### config.mk
export PLATFORM = sky130hd
export DESIGN_NAME = clk_div_n_50dc
export DESIGN_NICKNAME = d
export VERILOG_FILES = /design/src/rtl/clk_div_n_50dc.sv
export SDC_FILE = /design/constraint.sdc
export NUM_CORES = 1
export LEC_CHECK = 0
export ABC_AREA = 1
export BUFFER_PORTS_ARGS = -buffer_cell sky130_fd_sc_hd__buf_2
export CELL_PAD_IN_SITES_DETAIL_PLACEMENT = 1
export CELL_PAD_IN_SITES_GLOBAL_PLACEMENT = 1
export CORE_MARGIN = 2
export CORE_UTILIZATION = 42
export DETAILED_ROUTE_END_ITERATION = 8
export GPL_TIMING_DRIVEN = 1
export PLACE_DENSITY = 0.93
export SLEW_MARGIN = 20
export SYNTH_ARGS = -nofsm -noshare
export SYNTH_HDL_FRONTEND = slang
export SYNTH_SLANG_ARGS = --single-unit
### constraint.sdc
create_clock -name clk -period 8.7 [get_ports clk]
set_input_delay 1.305 -clock clk [delete_from_list [all_inputs] [get_ports clk]]
set_output_delay 1.305 -clock clk [all_outputs]
set_load 0.01 [all_outputs]
### src/rtl/clk_div_n_50dc.sv
// Programmable 50%-duty integer clock divider, N = 2 .. 2^WIDTH-1,
// with a divisor that switches only at period boundaries.
//
// Ports:
//   clk        system clock (posedge logic, plus one negedge flop)
//   reset_L    synchronous active-low reset
//   en         run enable, honoured only at period boundaries
//   load       one-cycle strobe requesting div_in as the new divisor
//   div_in     requested divisor, rejected when below 2
//   clk_out    divided clock, 50% duty for both even and odd N
//   count_out  phase count within the current period, 0..N-1
//   tick       high in the last cycle of each running period
//   div_active divisor currently in effect
//   pending    an accepted divisor waits for the next boundary
//   err        one-cycle pulse after a rejected load
module clk_div_n_50dc #(
   parameter int WIDTH       = 8,
   parameter int DEFAULT_DIV = 3
) (
   input  logic             clk,
   input  logic             reset_L,
   input  logic             en,
   input  logic             load,
   input  logic [WIDTH-1:0] div_in,
   output logic             clk_out,
   output logic [WIDTH-1:0] count_out,
   output logic             tick,
   output logic [WIDTH-1:0] div_active,
   output logic             pending,
   output logic             err
);

   localparam logic [WIDTH-1:0] DEF = WIDTH'(DEFAULT_DIV);

   typedef enum logic {
      S_RUN    = 1'b0,
      S_PARKED = 1'b1
   } state_t;

   state_t           state;
   logic [WIDTH-1:0] count;
   logic [WIDTH-1:0] div_pend;
   logic             hi_p;
   logic             hi_n;

   logic [WIDTH-1:0] last;
   logic [WIDTH-1:0] div_next;
   logic [WIDTH-1:0] count_next;
   logic [WIDTH-1:0] k_next;
   logic             ld_ok;
   logic             wrap;
   logic             boundary;
   logic             run_next;
   logic             hi_next;

   always_comb begin
      last     = div_active - WIDTH'(1);
      ld_ok    = load && (div_in >= WIDTH'(2));
      wrap     = (state == S_RUN) && (count == last);
      boundary = (state == S_PARKED) || wrap;

      div_next = div_active;
      if (boundary) begin
         if (ld_ok)
            div_next = div_in;
         else if (pending)
            div_next = div_pend;
      end

      count_next = boundary ? '0 : count + WIDTH'(1);
      run_next   = boundary ? en : 1'b1;

      // High phase length: H for even N, H+1 for odd N. It is taken
      // from the divisor that governs the next cycle so the high
      // phase tracks a divisor switch from its very first cycle.
      k_next  = (div_next >> 1) + WIDTH'(div_next[0]);
      hi_next = run_next && (count_next < k_next);
   end

   always_ff @(posedge clk) begin
      if (!reset_L) begin
         state      <= S_PARKED;
         count      <= '0;
         div_active <= DEF;
         div_pend   <= DEF;
         pending    <= 1'b0;
         hi_p       <= 1'b0;
         err        <= 1'b0;
      end else begin
         state      <= run_next ? S_RUN : S_PARKED;
         count      <= count_next;
         div_active <= div_next;
         hi_p       <= hi_next;
         err        <= load && !ld_ok;
         if (boundary) begin
            pending <= 1'b0;
         end else if (ld_ok) begin
            div_pend <= div_in;
            pending  <= 1'b1;
         end
      end
   end

   // Half-cycle delayed copy of hi_p; ANDed in for odd N to trim
   // the extra high cycle down to a half cycle.
   always_ff @(negedge clk) begin
      if (!reset_L)
         hi_n <= 1'b0;
      else
         hi_n <= hi_p;
   end

   assign clk_out   = div_active[0] ? (hi_p & hi_n) : hi_p;
   assign count_out = count;
   assign tick      = (state == S_RUN) && (count == last);

endmodule
==> results of run 1 <==
## worst min-delay path: cells and delay by family (launching register included)
| family | cells | cell delay, ns |
|---|---|---|
| flops | 1 | 0.30 |
| compound gates | 1 | 0.06 |
| buf+inv | 1 | 0.07 |
## power groups by stage
stage / logic (mW) / clock network, mW / registers, mW
finish: 0.107 / 0.152 / 0.150
floorplan: 0.0767 / 0.00144 / 0.152
detailed placement: 0.105 / 0.00144 / 0.153
CTS: 0.107 / 0.151 / 0.150
global route: 0.120 / 0.158 / 0.151
global placement: 0.0998 / 0.00144 / 0.152
## state kept, by name (all words and copies together), names as in the netlist
register / cells
hi_p: 1
div_active: 8
err: 1
hi_n: 1
count_out: 8
div_pend: 8
state: 1
pending: 1
## per-stage QoR
step	setup WS [ns]	hold slack [ns]	util, %	instances	power, mW
global placement	2.472	0.4479	48.37	381	0.2535
global route	2.066	0.4902	50.99	389	0.4298
detailed placement	2.451	0.4548	48.37	381	0.2590
finish	2.103	0.4658	50.99	389	0.4095
CTS	2.096	0.4644	50.99	389	0.4083
floorplan	2.567	0.4305	-	305	0.2305
## metal layers
| layer | track usage, % | vias to the layer above | wire, um |
|---|---|---|---|
| li1 | - | 1033 | - |
| met2 | 41.92 | 55 | 2995 |
| met3 | 4.558 | 12 | 287 |
| met4 | 10.29 | 0 | 137 |
| met1 | 31.35 | 1008 | 2725 |
| met5 | 0 | - | 0 |
## final cells by class
class / count / area share [%]
Timing Repair Buffer: 31 / 6.847
Inverter: 37 / 6.129
Clock buffer: 7 / 3.810
Multi-Input combinational cell: 231 / 53.23
Clock inverter: 2 / 1.491
Tap cell: 52 / 2.871
Sequential cell: 29 / 25.62
## cells in the final DEF, fill, tap and decap left out
cell / synthesis / layout
a211oi_1: 1 / 1
a21oi_1: 11 / 11
a31oi_1: 2 / 2
and2_1: 1 / 1
and3_1: 1 / 1
buf_2: 2 / 31
bufinv_16: 0 / 1
clkbuf_1: 3 / 1
clkbuf_8: 0 / 6
dfxtp_1: 29 / 29
ha_1: 11 / 11
inv_1: 28 / 28
inv_2: 10 / 10
nand2_1: 87 / 87
nand2_2: 1 / 1
nand2_4: 2 / 2
nand2_8: 1 / 1
nand3_1: 14 / 14
nand3_2: 1 / 1
nand4_1: 2 / 2
nor2_1: 43 / 43
nor2_2: 3 / 3
nor3_1: 4 / 4
o211ai_1: 6 / 6
o21a_1: 1 / 1
o21ai_0: 12 / 12
o21ai_1: 7 / 7
o21ai_2: 4 / 4
or2_1: 1 / 1
or2_2: 3 / 3
xnor2_1: 3 / 3
xor2_1: 9 / 9
## kinds of logic (layout without fill, tap and decap cells)
family                     Yosys count  count (layout)  synth area share, %
AOI/OAI and AO/OA                   44              44                13.00
DFF                                 29              29                29.29
xor gates and xnor gates            12              12                5.303
adders and majority gates           11              11                6.944
buffers and inverters               45              77                9.849
and+or+nand+nor                    164             164                35.61
## worst paths after layout
path	startpoint	to	slack, ns	depth (start not counted)
max	hi_n	clk_out	2.10	2
min	div_pend[3]	div_pend[3]	0.47	2
max reg2reg	hi_p	hi_n	3.89	2
min reg2reg	div_pend[3]	div_pend[3]	0.47	2
==> run_results.csv, run 1 <==
group,metric,value,unit
run_status,status,"finished clean",
floorplan,die_x,72.70,um
clocking,cts_resized,0,
clocking,numCtsBuffers,5,
logic_synthesis,syn_inst,305,
power,internal_power,271.2,uW
clocking,root_buffer,"clkbuf_8",
global_routing,antenna_found_initial,0,
floorplan,die_area,0.005285,mm^2
critical_path,arrival,5.29,ns
logic_synthesis,ys_ff_latch,29,
critical_path,worstPathRequired,7.39,ns
route,dr.first_iter.drc_count,129,
placed_design,gp_congestion,0.8911,
placed_design,placed_area,0.002150,mm^2
timing,tns,0,ns
global_routing,grt_pass1_wl,10220,um
clocking,htree_levels,2,
power,comb_power_share,26.2,%
placed_design,place_hpwl,4665,um
finish,multiInputGateArea,0.001206,mm^2
route,firstDrtPassIters,4,
logic_synthesis,synthTopCellsByArea,"dfxtp_1 (29%), nand2_1 (16%), nor2_1 (8.1%), ha_1 (6.9%), inv_1 (5.3%)",
placed_design,place.port_buffers,31,
route,final_antenna_net_count,0,
flow_run,drv_cap,0,
power,switchingPower,138.4,uW
clocking,clock_latency,0.34,ns
power,peakVddDrop,0.00007615,V
clocking,cts-hold-fix-buffers,0,
critical_path,crit_type,"reg -> out",
power,p_seq_share,36.6,%
floorplan,floorplan.initialDensity,44.59,%
route,wire_per_inst,15.80,um
critical_path,endpoint_kind,"output pin",
logic_synthesis,yosys-top-cells-count,"nand2_1 (87), nor2_1 (43), dfxtp_1 (29)",
critical_path,slowest_delay,0.29,ns
timing,rsz0062_at_grt,"false",
logic_synthesis,avgSynthCellArea,6.498,um^2
critical_path,critical-path-top-delay-family,"flip-flops",
floorplan,io_pins,32,
logic_synthesis,synthArstFlopShare,0,%
timing,finalHoldViolCount,0,
clocking,cts_tree,"yes",
critical_path,path_max_fanout,1,
timing,clock_skew,0.05738,ns
global_routing,grt-ovfl-total,0,
logic_synthesis,ys_seq_area_share,29.29,%
floorplan,row_count,24,
finish,fillers,638,
logic_synthesis,ys.warnings.count,0,
finish,layout.nets,359,
floorplan,die_h,72.70,um
logic_synthesis,synth-edff-count,0,
logic_synthesis,syn-cell-area,0.001982,mm^2
clocking,postCtsSetupBuffers,0,
critical_path,path_cells,"o21a_1, buf_2",
critical_path,startpoint_type,"flip-flop",
finish,stdcell_area,0.002266,mm^2
global_routing,grt_pass1_vias,2184,
timing,relSlewSlack,65.00,%
power,leakagePower,1.131,nW
route,vias,2108,
logic_synthesis,synth_cell_types,32,
finish,layout-drive-gt1-share,18.69,%
power,clkPwrFrac,37.2,%
floorplan,core,0.004444,mm^2
logic_synthesis,synth_ff_type,"dfxtp_1",
timing,setup_violations,0,
route,routed_wl,6145,um
power,power_density,180.7,mW/mm^2
route,vias_per_cell,5.419,
critical_path,cp_num_buf_inv,1,
finish,seq_area,580.6,um^2
critical_path,cp_slowest_cell,"dfxtp_1",
logic_synthesis,synth_top_area_share,29.29,%
finish,diodes,0,
timing,tightest_slew,0.5238,ns
logic_synthesis,yosysMostFrequentCell,"nand2_1",
global_routing,grt_util_all_layers,24.94,%
route,drt_drc_violations_left,0,
logic_synthesis,yosysTopAreaCell,"dfxtp_1",
timing,slew_violations,0,
finish,syn2layout_area_growth,14.33,%
clocking,clk_pin_slew,0.07,ns
global_routing,grt_start_max_net_pins,36,
power,p_sw_share,33.79,%
clocking,cts.path.max_buffers,2,
logic_synthesis,syn-num-nets,328,
worst_hold_path,hp-class,"reg -> reg",
clocking,cts.sinks,29,
(Power assumes the default switching activity.)
==> inputs of run 2 (changes only) <==
Settings changed: CORE_UTILIZATION 42 to 39, PLACE_DENSITY 0.93 to 0.88.
Clock period 8.7 ns to 6.5 ns, I/O delays scaled along.
==> run 2 against run 1 <==
  * Register-to-register slack worse by 1.2 ns
  * Global-route usage down 1.6 points
  * Design area down 0.77%
  * Largest power group is now sequential cells
  * Critical path type unchanged
==> run_results.csv, run 2 (synthesized netlist as in run 1, its figures left out) <==
group,metric,value,unit
critical_path,crit_type,"reg -> out",
floorplan,floorplan.initialDensity,41.14,%
floorplan,die_h,75.29,um
finish,fin_cells,404,
critical_path,endpoint_kind,"output pin",
clocking,numCtsBuffers,5,
clocking,cts.path.max_buffers,2,
global_routing,grt-ovfl-total,0,
floorplan,die_x,75.29,um
route,drt_drc_violations_left,0,
finish,layout.nets,359,
timing,slew_violations,0,
finish,layout_commonest_cell,"nand2_1",
placed_design,place.port_buffers,31,
critical_path,critical-path-top-delay-family,"flip-flops",
floorplan,io_pins,32,
critical_path,arrival,4.16,ns
placed_design,place_hpwl,4507,um
critical_path,startpoint_type,"flip-flop",
critical_path,path_cells,"o21a_1, buf_2",
global_routing,antenna_found_initial,0,
route,final_antenna_net_count,0,
global_routing,grt_pass1_vias,2054,
critical_path,slowest_delay,0.28,ns
route,vias_per_cell,5.057,
finish,layout-drive-gt1-share,18.10,%
power,peakVddDrop,0.0001021,V
floorplan,row_count,25,
clocking,cts-hold-fix-buffers,0,
clocking,root_buffer,"clkbuf_8",
critical_path,cp_slowest_cell,"dfxtp_1",
timing,finalHoldViolCount,0,
floorplan,die_area,0.005668,mm^2
critical_path,path_max_fanout,1,
route,routed_wl,5824,um
clocking,cts_resized,0,
floorplan,core,0.004817,mm^2
power,power_density,218.5,mW/mm^2
route,firstDrtPassIters,4,
clocking,cts.sinks,29,
timing,relSlewSlack,65.26,%
global_routing,grt_start_max_net_pins,36,
worst_hold_path,hp-class,"reg -> reg",
clocking,clk_pin_slew,0.07,ns
critical_path,cp_num_buf_inv,1,
route,dr.first_iter.drc_count,81,
route,vias,2043,
global_routing,grt_util_all_layers,23.34,%
finish,syn2layout_area_growth,13.45,%
clocking,postCtsSetupBuffers,0,
finish,layout_common_cells,"nand2_1 (87), nor2_1 (43), buf_2 (31)",
route,wire_per_inst,14.42,um
clocking,clock_latency,0.33,ns
timing,tns,0,ns
timing,clock_skew,0.05641,ns
run_status,status,"finished clean",
power,leakagePower,1.112,nW
timing,setup_violations,0,
clocking,htree_levels,2,
global_routing,grt_pass1_wl,9963,um
flow_run,drv_cap,0,
timing,tightest_slew,0.5205,ns
finish,diodes,0,
timing,rsz0062_at_grt,"false",
clocking,cts_tree,"yes",
placed_design,place_inst,396,
placed_design,gp_congestion,0.8850,
critical_path,worstPathRequired,5.52,ns
-- run 2: through the flow --
stage / instance area [um^2] / hold WS [ns] / power (mW) / utilization [%] / worst slack, ns
after detailed placement: 2168 / 0.4585 / 0.3451 / 45.01 / 1.704
after global placement: 2168 / 0.4495 / 0.3393 / 45.01 / 1.703
after CTS: 2248 / 0.4687 / 0.4948 / 46.68 / 1.348
final: 2248 / 0.4669 / 0.4913 / 46.68 / 1.361
after floorplan: 1982 / 0.4305 / 0.3085 / - / 1.797
after global routing: 2248 / 0.5016 / 0.5255 / 46.68 / 1.320
-- run 2: where the power goes --
group | internal [mW] | leakage [nW] | switching, mW
clock network | 0.0769 | 0.0448 | 0.0733
logic | 0.0481 | 0.829 | 0.0921
registers | 0.189 | 0.238 | 0.0123
total | 0.314 | 1.11 | 0.178
-- run 2: layout make-up --
type                       instances  area, um^2
inverter                          37       138.9
fill                             692        2569
tap                               67       83.83
sequential                        29       580.6
clock buffer                       8       80.08
clock inverter                     1       3.754
multi-input combinational        231        1206
timing repair buffer              31       155.1
-- run 2: final timing paths --
kind | slack, ns | cells after the start | start | end
max | 1.36 | 2 | hi_n | clk_out
min | 0.47 | 2 | div_pend[2] | div_pend[2]
max reg2reg | 2.69 | 24 | div_active[0] | hi_p
min reg2reg | 0.47 | 2 | div_pend[2] | div_pend[2]
-- run 2: routing by layer --
metal  up-vias  global-route usage, %  wire (um)
met2        34                  38.65       2883
met5         -                      0          0
li1       1028                      -          -
met4         0                  5.653         74
met1       972                  31.14       2675
met3         9                  4.819        190
-- run 2: worst register-to-register path: stages (launching register included) --
cell      delay [ns]
dfxtp_1         0.42
inv_2           0.13
ha_1            0.35
nand2_1         0.07
inv_1           0.04
nor2_1          0.07
nand2_1         0.05
nor2_1          0.10
nand3_1         0.07
nor2_1          0.17
nand2_4         0.11
nand2_8         0.20
o211ai_1        0.12
o21ai_0         0.18
ha_1            0.32
ha_1            0.28
nand3_1         0.10
nand2_1         0.06
nand2_1         0.05
ha_1            0.27
nand2_1         0.09
nor2_1          0.06
a211oi_1        0.20
nand3_1         0.11
a21oi_1         0.12
